## src/rtl/lowampa_trig_pkg.sv

```systemverilog
// lowampa_trig_pkg: shared state encoding and default sizes for the low-amplitude trigger gate.
package lowampa_trig_pkg;

   typedef enum logic [1:0] {IDLE, COLLECT, PENDING, HOLDOFF} state_t;

   localparam int COLLECT_LEN_DEF  = 4;
   localparam int HOLDOFF_BITS_DEF = 16;
   localparam int DROP_BITS_DEF    = 16;

endpackage

```

## src/rtl/lowampa_trigger_gate_sat_counter.sv

```systemverilog
// sat_counter: saturating up-counter; a synchronous clear wins over a same-cycle increment.
module sat_counter #(
   parameter int W = 16
) (
   input  logic         clk_i,
   input  logic         rst_i,
   input  logic         clr_i,
   input  logic         inc_i,
   output logic [W-1:0] cnt_o
);

   logic [W-1:0] cnt_q, cnt_d;

   // clear first, otherwise count up and stick at all-ones
   always_comb cnt_d = clr_i ? '0 : (inc_i && cnt_q != '1) ? cnt_q + 1'b1 : cnt_q;

   // count register
   always_ff @(posedge clk_i or posedge rst_i)
      if (rst_i) cnt_q <= '0;
      else       cnt_q <= cnt_d;

   assign cnt_o = cnt_q;

endmodule

```

## src/rtl/lowampa_trigger_gate.sv

```systemverilog
// lowampa_trigger_gate: masks beam triggers, merges a coincidence window into one record,
// hands it off over valid/ready and then holds off. Define LOWAMPA_TRIG_TIMESTAMP_EN to add trig_time_o.
module lowampa_trigger_gate
   import lowampa_trig_pkg::*;
#(
   parameter int NBEAMS       = 54,
   parameter int COLLECT_LEN  = COLLECT_LEN_DEF,
   parameter int HOLDOFF_BITS = HOLDOFF_BITS_DEF,
   parameter int DROP_BITS    = DROP_BITS_DEF
) (
   input  logic                    clk_i,
   input  logic                    rst_i,
   input  logic [NBEAMS-1:0]       trig_i,
   input  logic [NBEAMS-1:0]       beam_mask_i,
   input  logic [HOLDOFF_BITS-1:0] holdoff_i,
   output logic                    trig_valid_o,
   input  logic                    trig_ready_i,
   output logic [NBEAMS-1:0]       trig_beams_o,
   output logic                    busy_o,
`ifdef LOWAMPA_TRIG_TIMESTAMP_EN
   output logic [31:0]             trig_time_o,
`endif
   output logic [DROP_BITS-1:0]    dropped_o,
   input  logic                    dropped_clr_i
);

   localparam logic [3:0] WIN_INIT = 4'(COLLECT_LEN - 1);

   state_t                  state_q, state_d;
   logic [3:0]              win_q, win_d;
   logic [HOLDOFF_BITS-1:0] hold_q, hold_d;
   logic [NBEAMS-1:0]       beams_q, beams_d;
   logic [NBEAMS-1:0]       masked;
   logic                    hit;
`ifdef LOWAMPA_TRIG_TIMESTAMP_EN
   logic [31:0]             cyc_q, time_q, time_d;
`endif

   assign masked = trig_i & beam_mask_i;
   assign hit    = |masked;

   // window collection, handshake and holdoff sequencing
   always_comb begin
      state_d = state_q;
      win_d   = win_q;
      hold_d  = hold_q;
      beams_d = beams_q;
`ifdef LOWAMPA_TRIG_TIMESTAMP_EN
      time_d  = time_q;
`endif
      unique case (state_q)
         IDLE:
            if (hit) begin
               beams_d = masked;
               win_d   = WIN_INIT;
               state_d = (COLLECT_LEN == 1) ? PENDING : COLLECT;
`ifdef LOWAMPA_TRIG_TIMESTAMP_EN
               time_d  = cyc_q;
`endif
            end
         COLLECT: begin
            beams_d = beams_q | masked;
            win_d   = win_q - 1'b1;
            if (win_q == 4'd1) state_d = PENDING;
         end
         PENDING:
            if (trig_ready_i) begin
               hold_d  = holdoff_i - 1'b1;
               state_d = (holdoff_i == '0) ? IDLE : HOLDOFF;
            end
         HOLDOFF: begin
            hold_d = hold_q - 1'b1;
            if (hold_q == '0) state_d = IDLE;
         end
         default: state_d = IDLE;
      endcase
   end

   // state and record registers; reset discards any pending record
   always_ff @(posedge clk_i or posedge rst_i)
      if (rst_i) begin
         state_q <= IDLE;
         win_q   <= '0;
         hold_q  <= '0;
         beams_q <= '0;
      end else begin
         state_q <= state_d;
         win_q   <= win_d;
         hold_q  <= hold_d;
         beams_q <= beams_d;
      end

`ifdef LOWAMPA_TRIG_TIMESTAMP_EN
   // free-running cycle counter and captured first-hit time
   always_ff @(posedge clk_i or posedge rst_i)
      if (rst_i) begin
         cyc_q  <= '0;
         time_q <= '0;
      end else begin
         cyc_q  <= cyc_q + 1'b1;
         time_q <= time_d;
      end

   assign trig_time_o = time_q;
`endif

   sat_counter #(.W(DROP_BITS)) u_drop (
      .clk_i (clk_i),
      .rst_i (rst_i),
      .clr_i (dropped_clr_i),
      .inc_i (hit && (state_q == PENDING || state_q == HOLDOFF)),
      .cnt_o (dropped_o)
   );

   assign trig_valid_o = (state_q == PENDING);
   assign busy_o       = (state_q != IDLE);
   assign trig_beams_o = beams_q;

endmodule
```

## config.mk

```make
export PLATFORM = sky130hd
export DESIGN_NAME = lowampa_trigger_gate
export DESIGN_NICKNAME = d
export VERILOG_FILES = /design/src/rtl/lowampa_trig_pkg.sv /design/src/rtl/lowampa_trigger_gate_sat_counter.sv /design/src/rtl/lowampa_trigger_gate.sv
export SDC_FILE = /design/constraint.sdc
export NUM_CORES = 1
export LEC_CHECK = 0
export ABC_AREA = 1
export CAP_MARGIN = 40
export CORE_UTILIZATION = 40
export DETAILED_ROUTE_END_ITERATION = 8
export PLACE_DENSITY = 0.73
export SETUP_SLACK_MARGIN = 0.05
export SLEW_MARGIN = 20
export SYNTH_ARGS = -nofsm -noshare
export SYNTH_HDL_FRONTEND = slang
export SYNTH_HIERARCHICAL = 1
export SYNTH_SLANG_ARGS = --single-unit
```

## constraint.sdc

```tcl
create_clock -name clk_i -period 7.37 [get_ports clk_i]
set_clock_uncertainty 0.1 [all_clocks]
set_input_delay 1.474 -clock clk_i [delete_from_list [all_inputs] [get_ports clk_i]]
set_output_delay 1.474 -clock clk_i [all_outputs]
set_load 0.05 [all_outputs]
```

## After elaboration in Yosys (flattened, before gate mapping)

Cells that the tools add are included.

- Register bits: 92

- Add/sub/neg operators: 4
- Equal/unequal tests: 9
- Mux-type cells: 14
- Bitwise operators: 2
- Reduce and logical (&&, ||, !) cells: 14

Operators with widths:

| cell | count |
|---|---|
| case mux 54 bit (2 select lines) | 1 |
| bitwise AND 54 bit | 1 |
| 2-to-1 mux 54 bit | 1 |
| bitwise OR 54 bit | 1 |
| OR reduction 54 bit | 1 |
| 2-to-1 mux 16 bit | 3 |
| logical NOT 16 bit | 2 |
| case mux 16 bit (2 select lines) | 1 |
| subtractor 16 x 1 -> 16 bit, second input constant | 2 |
| adder 16 x 1 -> 16 bit, second input constant | 1 |
| != test 16 bit, second input constant | 1 |
| 2-to-1 mux 2 bit | 5 |
| case mux 2 bit (4 select lines) | 1 |
| case mux 4 bit (2 select lines) | 1 |
| nonzero test 2 bit | 4 |
| != test 2 bit, second input constant | 3 |
| == test 2 bit, second input constant | 2 |
| == test 4 x 1 -> 1 bit, second input constant | 1 |
| 2-to-1 mux 4 bit | 1 |
| AND reduction 2 bit | 2 |
| AND reduction 4 bit | 1 |
| subtractor 4 x 1 -> 4 bit, second input constant | 1 |
| == test 2 x 1 -> 1 bit, second input constant | 1 |
| logical AND 1 bit | 2 |
| other kinds (3) | 3 |

## Depth between registers and ports, before layout

Gate-level depths: netlist of the first run.

- Word-level depth: 6
- Gate-level depth with buffers: 15

## Hierarchy

Netlist of the first run, hierarchy kept.

Modules (own cells, without submodules):

| module | times used | cells each | area an instance (sq um) | sequential area each (sq um) |
|---|---|---|---|---|
| lowampa_trigger_gate | 1 | 668 | 4536.9 | 1901.8 |
| sat_counter | 1 | 155 | 1059.8 | 400.4 |

## Worst setup path after synthesis of the first run

No wires, ideal clock.

- Kind: in2reg
- Start point: in trig_i[28]
- End point: reg u_drop.cnt_q[12], in the netlist u_drop/cnt_o[12]
- Library setup time: 66 ps
- Data arrival time: 2660 ps
- Path slack: 4544 ps
- Stages on the path: 13
- Path through: nand2_1 nand2_1 inv_1 nand2_1 nor2_1 nand2_1 nor2_1 a21oi_1 inv_1 nor2_2 buf_2 nand4_1 nand2_1

- Longest elaborated chain between the ends: 5

RTL lines:

| item | line | RTL |
|---|---|---|
| start, declared | lowampa_trigger_gate.sv:13 | `input logic [NBEAMS-1:0] trig_i,` |
| bitwise AND 54 bit | lowampa_trigger_gate.sv:39 | `assign masked = trig_i & beam_mask_i;` |
| OR reduction 54 bit | lowampa_trigger_gate.sv:40 | `assign hit = \|masked;` |
| logical AND 1 bit | lowampa_trigger_gate.sv:111 | `.inc_i (hit && (state_q == PENDING \|\| state_q == HOLDOFF)),` |
| logical AND 1 bit | lowampa_trigger_gate_sat_counter.sv:15 | `always_comb cnt_d = clr_i ? '0 : (inc_i && cnt_q != '1) ? cnt_q + 1'b1 : cnt_q;` |
| nonzero test 2 bit (no line) | n/a |  |
| end signal, assigned | lowampa_trigger_gate_sat_counter.sv:20 | `else cnt_q <= cnt_d;` |
| end, declared | lowampa_trigger_gate_sat_counter.sv:12 | `logic [W-1:0] cnt_q, cnt_d;` |

No other way between the ends.
A chain may end at the register's enable or synchronous reset.

## Worst setup path after layout of the first run

- Start point: reg state_q[1]
- End point: out trig_valid_o

- Longest elaborated chain between the ends: 1

RTL lines:

| item | line | RTL |
|---|---|---|
| start, declared | lowampa_trigger_gate.sv:29 | `state_t state_q, state_d;` |
| start signal, assigned | lowampa_trigger_gate.sv:87 | `state_q <= state_d;` |
| == test 2 bit | lowampa_trigger_gate.sv:115 | `assign trig_valid_o = (state_q == PENDING);` |
| end, declared | lowampa_trigger_gate.sv:16 | `output logic trig_valid_o,` |

No other way between the ends.

==> metrics, run 1 <==
Place WS between 3 and 4 ns; Synth warnings 6; routed len/inst approximately 14 um; aggregate global-route resource usage a little under a quarter; worst hold path type register to register; hold_buf cts 0; Remaining DRCs 0; Peak Freq about 260 MHz; portion of the post-synthesis area used by sequential elements 41.1%; max capacitance violation total 0; via count of the first global-routing pass about 5,600; number of CTS-inserted buffers 9; delay-heaviest family, CP buffers and inverters; ratio of final minimum period to clock period 51.9%; Area after DPL about 8000 sq um; Resize count post-CTS 0; clock net sink count 92; post-synthesis cell area 5600 sq um; Total Negative Setup Slacks 0 ns; Hold Fails Final Rpt 0; clock root buffer master clkbuf_16; Post-DRT Antenna Nets 0; Most used DFF post-synth dfrtp_1; largest net degree at the start of global routing 56; net total in the final layout between 1,000 and 1,500; via total after detailed routing around 5,700; Slew HR about half; post-synthesis async set-or-reset flop share 100%; FF+latch count, synth 92; later-pin clock latency in the skew report 0.34 ns; sum of routed wire length over all layers between 15,000 and 20,000 um; final antenna diode count 0; global-route wire length before repair around 27,000 um; worst path required time slightly below 6 ns; run status complete, no violations; number of enable flip-flop cells after synthesis 0; deepest level of the CTS H-tree 3; minimum setup slack in the final design approximately 3.5 ns; worst setup path class register to output pin; maximum fanout encountered on the critical timing path 40; Final Instance Count excl. Fillers between 1,000 and 1,500; CP max-delay cell clkdlybuf4s50_1; layout cell share with drive strength beyond 1 roughly 7.0%; setup repair after global routing missed its margin no; Slew Limit Fails 0; routed via count divided by cell count 4.76; Avg Cell Area, Syn between 6 and 7 sq um; RePlAce Congestion 0.881; internal reg-to-reg setup slack between 4 and 5 ns; most frequent standard cell in the layout excluding fill and tap cells nand2_1; Pre-Repair DR Iteration Count 5; post-CTS clock slew at the launch and capture registers of the worst setup and hold paths 0.07 ns; area taken by multi-input logic gates approximately 2700 sq um; final setup violation count 0; Critical Path Start Type register; effective utilization at floorplan 41.6%; number of distinct library cells after synthesis 35; clock buffer depth 2; vertical extent of the die between 100 and 150 um; critical path endpoint category output pin; Register-to-Register Path Depth 9; antenna violations before repair 0; number of cells on the worst hold path 2; post-route cell area 8060 sq um; most used cells in the layout excluding fill and tap cells nand2_1, clkdlybuf4s50_1, inv_1; launch instance of the worst register-to-register path state_q[0]$_DFFE_PP0P_; post-layout minimum cycle time 3.83 ns; crit-path cells inv_2 -> buf_12 -> nor2_1 -> clkdlybuf4s50_1; crit path DAT approximately 2.3 ns; post-CTS setup buffers 0; Cell Pwr Density 367 nW/um^2; fill cell total of the finished layout between 1,000 and 1,500; row cnt 42; Leakage 4.28 nW; slew at the pin closest to its max-slew limit about 0.75 ns; Placed Cells incl. Taps roughly 1,200; Die Width ~120 um; gate count of the mapped netlist 823; delay contributed by the slowest stage of the critical path between 0.8 and 0.9 ns; area overhead of the layout relative to synthesis 44.1%; number of design-rule violations left by the first detailed-router iteration 441; number of nets in the synthesized netlist roughly 960; die outline area 14,500 sq um; input/output buffers 199; Critical path buffers and inverters 3; number of top-level pins 200; Max VDD drop about 0.16 mV; half-perimeter wire length after detailed placement 12,400 um; worst reg2reg path endpoint hold_q[4]$_DFFE_PP0P_; core area ~13,000 sq um; launch instance of the worst min-delay path trig_beams_o[47]$_DFFE_PP0P_; combined flip-flop and latch cell area between 2000 and 2500 sq um; hold-critical path endpoint trig_beams_o[47]$_DFFE_PP0P_; CTS tree yes; total congestion overflow after global routing 0
==> tightest hold or removal path, delay by kind of cell (launching register included) <==
kind / cells / cell delay (ns)
simple gates: 2 / 0.10
flops: 1 / 0.34
==> worst max path at each step <==
stage | start | endpoint | cells after the start
3_5_place_dp | beam_mask_i[41] | u_drop/cnt_o[12]$_DFFE_PP0P_ | 14
4_1_cts | state_q[1]$_DFFE_PP0P_ | trig_valid_o | 4
6_report | state_q[1]$_DFFE_PP0P_ | trig_valid_o | 4
3_3_place_gp | trig_i[33] | trig_beams_o[3]$_DFFE_PP0P_ | 9
5_1_grt | state_q[1]$_DFFE_PP0P_ | trig_valid_o | 4
2_1_floorplan | rst_i | hold_q[0]$_DFFE_PP0P_ | 1
==> cell usage after synthesis, types with 6 or more instances <==
cell,n,share of area [%]
nand2_1,334,22
inv_1,129,8.7
nand3_1,93,8.3
dfrtp_1,92,41
nor2_1,44,3.0
nand4_1,18,2.0
nor2_2,13,1.5
o21ai_2,10,1.6
buf_2,9,0.80
o21ai_0,9,0.80
nand2_2,7,0.78
a21oi_1,6,0.54
nor2_4,6,1.2
==> per-layer routing <==
layer | share of wire (%) | vias up | GRT usage, % | wire (um)
met5 | 0 | - | 0 | 0
met4 | 1.8 | 0 | 6.79 | 289
met3 | 5.4 | 21 | 4.91 | 869
met2 | 48 | 166 | 39.8 | 7810
met1 | 45 | 2599 | 30.9 | 7210
li1 | - | 2897 | - | -
==> final cells by class <==
type | count | share of cell area, %
multi-input combinational | 574 | 32.9
tap | 176 | 2.73
clock inverter | 6 | 0.791
inverter | 132 | 6.18
clock buffer | 10 | 2.84
timing repair buffer | 204 | 26.0
sequential | 92 | 28.6
==> registers in the layout, summed over array words and instances, names as in the netlist <==
| signal | cells |
|---|---|
| win_q | 4 |
| u_drop/cnt_o | 16 |
| hold_q | 16 |
| trig_beams_o | 54 |
| state_q | 2 |
==> logic make-up (layout without fill, tap and decap cells) <==
kind of cell	Yosys count	in the layout	share of synthesized area, %
DFF	92	92	41.1
AOI/OAI and AO/OA	35	35	4.20
and+or+nand+nor	528	528	41.1
xor gates and xnor gates	7	7	1.10
buffers and inverters	157	352	11.6
adders and majority gates	4	4	0.894
==> power breakdown <==
part	internal, mW	switching [mW]	leakage, nW
Clock	0.263	0.201	0.139
Combinational	0.532	1.14	2.98
Sequential	0.704	0.120	1.17
Total	1.50	1.46	4.28
==> metrics by stage <==
stage / utilization, % / hold WS, ns / power (mW)
floorplan: - / 0.349 / 1.95
global placement: 57.0 / 0.361 / 2.46
detailed placement: 57.8 / 0.365 / 2.51
CTS: 59.9 / 0.383 / 2.98
global route: 59.9 / 0.394 / 3.15
finish: 59.9 / 0.379 / 2.96
No activity file was read; power rests on OpenSTA's default activity.
==> run 2, diff against run 1 <==
clock period = 3.8 ns   (was 7.37 ns; I/O delays follow)
==> run 2 against run 1 <==
Against the previous run:
- register-to-register slack lost 3.5 ns
- sequential power rose by 94%
- first-iteration DRC count down 18%
- utilization decreased by 0.22 points
- total power increased by 93%
- clock power rose by 92%
- die area unchanged
- sequential cell count unchanged
- hold slack worse by 0.0014 ns
- critical path type is now input port to register
- highest routed layer unchanged
==> metrics, run 2 (synthesis gave the netlist of run 1 again) <==
run status complete, no violations; Die Width roughly 120 um; RePlAce Congestion 0.868; switching power as a share of total power 49.0%; area overhead of the layout relative to synthesis 43.5%; net total in the final layout around 1,100; worst hold path type register to register; routed len/inst about 13 um; Hold Fails Final Rpt 0; most frequent standard cell in the layout excluding fill and tap cells nand2_1; maximum fanout encountered on the critical timing path 13; clock net sink count 92; Critical Path Start Type input port; effective utilization at floorplan 41.6%; antenna violations before repair 0; flip-flop count of the largest register after layout 54; layout cell share with drive strength beyond 1 between 6 and 7%; total congestion overflow after global routing 0; ratio of final minimum period to clock period roughly three quarters; later-pin clock latency in the skew report roughly 0.34 ns; Post-DRT Antenna Nets 0; number of CTS-inserted buffers 9; row cnt 42; slew at the pin closest to its max-slew limit 0.727 ns; crit path DAT 3.01 ns; Pre-Repair DR Iteration Count 4; Peak Freq ~350 MHz; deepest level of the CTS H-tree 3; routed via count divided by cell count roughly 4.8; CTS tree yes; setup repair after global routing missed its margin no; Total Negative Setup Slacks 0 ns; clock root buffer master clkbuf_16; most used cells in the layout excluding fill and tap cells nand2_1, clkdlybuf4s50_1, inv_1; aggregate global-route resource usage 23.1%; via count of the first global-routing pass around 5,600; Slew Limit Fails 0; worst path required time 3.98 ns; power dissipated by switching net loads 2.81 mW; half-perimeter wire length after detailed placement around 12,000 um; core area between 10,000 and 15,000 sq um; input/output buffers slightly below 200; Place WS about 0.64 ns; Slew HR roughly 51%; Remaining DRCs 0; sum of routed wire length over all layers approximately 16,000 um; clock share of power between 10% and 20%; global-route wire length before repair around 27,000 um; post-CTS clock slew at the launch and capture registers of the worst setup and hold paths ~0.060 ns; post-route cell area roughly 8000 sq um; Flop pwr share between 20% and 30%; clock buffer depth 2; cell-internal power 2.92 mW; vertical extent of the die 120 um; Leakage about 4.3 nW; worst setup path class input port to register; Area after DPL between 7000 and 8000 sq um; Cell Pwr Density 713 nW/um^2; largest net degree at the start of global routing between 50 and 60; internal reg-to-reg setup slack 1.32 ns; critical path endpoint category register; post-CTS setup buffers 0; via total after detailed routing 5,702; hold_buf cts 0; max capacitance violation total 0; final antenna diode count 0; post-layout minimum cycle time between 2 and 3 ns; Max VDD drop slightly above 0.4 mV; number of design-rule violations left by the first detailed-router iteration 362; final setup violation count 0; number of top-level pins 200; die outline area 14,500 sq um; minimum setup slack in the final design around 0.97 ns; fill cell total of the finished layout between 1,000 and 1,500; Combinational Power Share 56.5%; Resize count post-CTS 0
## run 2: metrics by stage
stage	hold WS, ns	util [%]	std cells	power, mW
floorplan	0.349	-	823	3.78
global placement	0.362	57.5	1179	4.81
detailed placement	0.365	57.5	1179	4.84
CTS	0.383	59.7	1195	5.77
global route	0.401	59.7	1195	6.08
finish	0.378	59.7	1195	5.73
## run 2: worst paths after layout
kind                                               from                      endpoint  cells after the start
min in group asynchronous                         rst_i        hold_q[10]$_DFFE_PP0P_                      2
min reg2reg                trig_beams_o[51]$_DFFE_PP0P_  trig_beams_o[51]$_DFFE_PP0P_                      2
max reg2reg                      state_q[0]$_DFFE_PP0P_         hold_q[4]$_DFFE_PP0P_                      9
max                                          trig_i[13]  u_drop/cnt_o[11]$_DFFE_PP0P_                     15
min                        trig_beams_o[51]$_DFFE_PP0P_  trig_beams_o[51]$_DFFE_PP0P_                      2
max in group asynchronous                         rst_i  trig_beams_o[26]$_DFFE_PP0P_                      3
## run 2: critical path: stages
cell,delay [ns]
clkdlybuf4s50_1,0.43
nand2_1,0.11
nand2_1,0.06
inv_1,0.06
nand2_1,0.05
nor2_1,0.12
nand2_1,0.08
nor2_1,0.25
a21oi_1,0.17
inv_1,0.16
nor2_2,0.09
buf_4,0.18
nor2_4,0.29
nand2_1,0.10
nand2_1,0.08
## run 2: metal layers
layer | global-route usage [%] | vias to the layer above | routed length (um)
met5 | 0 | - | 0
met4 | 8.33 | 0 | 449
met3 | 4.25 | 27 | 825
met2 | 38.3 | 156 | 7350
met1 | 30.0 | 2618 | 7150
li1 | - | 2901 | -
## run 2: power by group through the flow
stage | Sequential (mW) | Clock (mW) | Combinational [mW]
after floorplan | 2.53 | 0 | 1.24
after global placement | 1.59 | 0 | 3.22
after detailed placement | 1.60 | 0 | 3.25
after CTS | 1.60 | 0.918 | 3.25
after global routing | 1.64 | 0.961 | 3.47
final | 1.60 | 0.893 | 3.24
## run 2: cell type report
type / instances / area [sq um] / share of cell area, %
multi-input combinational: 574 / 2660 / 33.1
sequential: 92 / 2300 / 28.7
timing repair buffer: 205 / 2060 / 25.7
inverter: 132 / 498 / 6.20
clock buffer: 12 / 246 / 3.07
tap: 176 / 220 / 2.74
clock inverter: 4 / 48.8 / 0.607
==> run 3, diff against run 2 <==
clock period = 2.9 ns   (was 3.8 ns; I/O delays follow)
==> run 3 against run 2 <==
Against the previous run:
- total power grew 33%
- count of clock-buffer cells in the layout decreased by 2
- via count fell by 0.19%
- worst setup slack got worse by 0.68 ns
- critical path depth is 12 lower
==> metrics, run 3 (synthesis gave the netlist of run 1 again) <==
worst hold path type register to register; aggregate global-route resource usage between 20% and 30%; via count of the first global-routing pass ~5,800; critical path endpoint category output pin; Remaining DRCs 0; global-route wire length before repair around 27,000 um; Slew Limit Fails 0; area overhead of the layout relative to synthesis 45.0%; cell-internal power between 3 and 4 mW; final setup violation count 0; input/output buffers just under 200; post-CTS setup buffers 0; run status complete, no violations; fill cell total of the finished layout about 1,300; hold_buf cts 0; Flop pwr share between 20 and 30%; later-pin clock latency in the skew report 0.34 ns; antenna violations before repair 0; clock net sink count 92; clock buffer depth 2; RePlAce Congestion approximately 0.9; clock root buffer master clkbuf_16; routed len/inst about 13 um; via total after detailed routing 5,691; Combinational Power Share between 50% and 60%; layout cell share with drive strength beyond 1 under 10%; Slew HR 56.5%; slew at the pin closest to its max-slew limit roughly 0.65 ns; number of CTS-inserted buffers 9; Critical Path Start Type register; Post-DRT Antenna Nets 0; Pre-Repair DR Iteration Count 5; final antenna diode count 0; total congestion overflow after global routing 0; Total Negative Setup Slacks 0 ns; core area 13,500 sq um; power dissipated by switching net loads approximately 3.7 mW; Hold Fails Final Rpt 0; effective utilization at floorplan between 40% and 50%; max capacitance violation total 0; row cnt 42; Max VDD drop ~0.43 mV; Leakage ~4.3 nW; Cell Pwr Density ~940 nW/um^2; Peak Freq between 300 and 400 MHz; number of top-level pins 200; routed via count divided by cell count approximately 4.7; Final Instance Count excl. Fillers between 1,000 and 1,500; half-perimeter wire length after detailed placement about 12,000 um; final hold slack between 0.3 and 0.4 ns; post-layout minimum cycle time 2.62 ns; most frequent standard cell in the layout excluding fill and tap cells nand2_1; maximum fanout encountered on the critical timing path 6; net total in the final layout around 1,200; vertical extent of the die between 100 and 150 um; worst path required time 2.22 ns; flip-flop count of the largest register after layout 54; setup repair after global routing missed its margin no; ratio of final minimum period to clock period between 90% and 100%; post-CTS clock slew at the launch and capture registers of the worst setup and hold paths roughly 0.070 ns; most used cells in the layout excluding fill and tap cells nand2_1, clkdlybuf4s50_1, inv_1; number of design-rule violations left by the first detailed-router iteration 337; CTS tree yes; Layout Utilization about three fifths; clock share of power ~17%; worst setup path class register to output pin; Resize count post-CTS 0; post-route cell area ~8100 sq um; die outline area 14,500 sq um; crit path DAT ~1.9 ns; largest net degree at the start of global routing 55; sum of routed wire length over all layers 15,900 um; Die Width between 100 and 150 um; switching power as a share of total power 48.4%; Placed Cells incl. Taps around 1,200; deepest level of the CTS H-tree 3; Area after DPL about 7800 sq um
-- run 3: cell types whose count changed in the layout (fill, tap and decap cells not counted) --
| cell | change |
|---|---|
| buf_4 | +8 |
| clkbuf_1 | -2 |
| bufinv_16 | +1 |
| clkdlybuf4s50_1 | -1 |
| clkinv_4 | -1 |
| clkinvlp_4 | +1 |
| inv_6 | +1 |
-- run 3: layer usage --
layer | global-route usage (%) | wire length [um] | share of wire, % | vias up
met4 | 8.26 | 318 | 2.0 | 0
met5 | 0 | 0 | 0 | -
li1 | - | - | - | 2915
met1 | 31.0 | 7180 | 45 | 2574
met2 | 39.0 | 7510 | 47 | 181
met3 | 4.20 | 937 | 5.9 | 21
-- run 3: worst paths after layout --
| check | start | to | slack, ns | cells past startpoint |
|---|---|---|---|---|
| worst min register to register | trig_beams_o[22]$_DFFE_PP0P_ | trig_beams_o[22]$_DFFE_PP0P_ | 0.38 | 2 |
| min in group asynchronous | rst_i | hold_q[14]$_DFFE_PP0P_ | 0.45 | 2 |
| max in group asynchronous | rst_i | hold_q[4]$_DFFE_PP0P_ | 1.68 | 3 |
| worst max-delay path | state_q[0]$_DFFE_PP0P_ | busy_o | 0.28 | 3 |
| worst min-delay path | trig_beams_o[22]$_DFFE_PP0P_ | trig_beams_o[22]$_DFFE_PP0P_ | 0.38 | 2 |
| worst max register to register | state_q[0]$_DFFE_PP0P_ | hold_q[4]$_DFFE_PP0P_ | 0.68 | 9 |
-- run 3: area by class of cell --
class                   count  area, sq um  share of cell area [%]
multi-input cells         574         2660                    32.7
clock buffers              10          239                    2.95
inverters                 132          498                    6.14
clock inverters             6         86.3                    1.06
repair buffers            212         2110                    26.0
well taps                 176          220                    2.71
flip-flops and latches     92         2300                    28.4
-- run 3: worst max-delay path: stages, from the launching register on --
cell and delay, ns:
dfrtp_1 0.44, nor2_1 0.29, inv_1 0.11, clkdlybuf4s50_1 0.77
-- run 3: power groups by stage --
stage / logic, mW / registers [mW] / clock network (mW)
after floorplan: 1.63 / 3.32 / 0
after global placement: 4.24 / 2.10 / 0
after detailed placement: 4.27 / 2.10 / 0
after CTS: 4.28 / 2.10 / 1.31
after global routing: 4.61 / 2.16 / 1.36
final: 4.26 / 2.10 / 1.29
-- run 3: per-stage QoR --
step	power [mW]	worst slack, ns
after global routing	8.13	0.187
after global placement	6.34	0.290
final	7.64	0.282
after CTS	7.69	0.280
after floorplan	4.95	0.282
after detailed placement	6.38	0.273
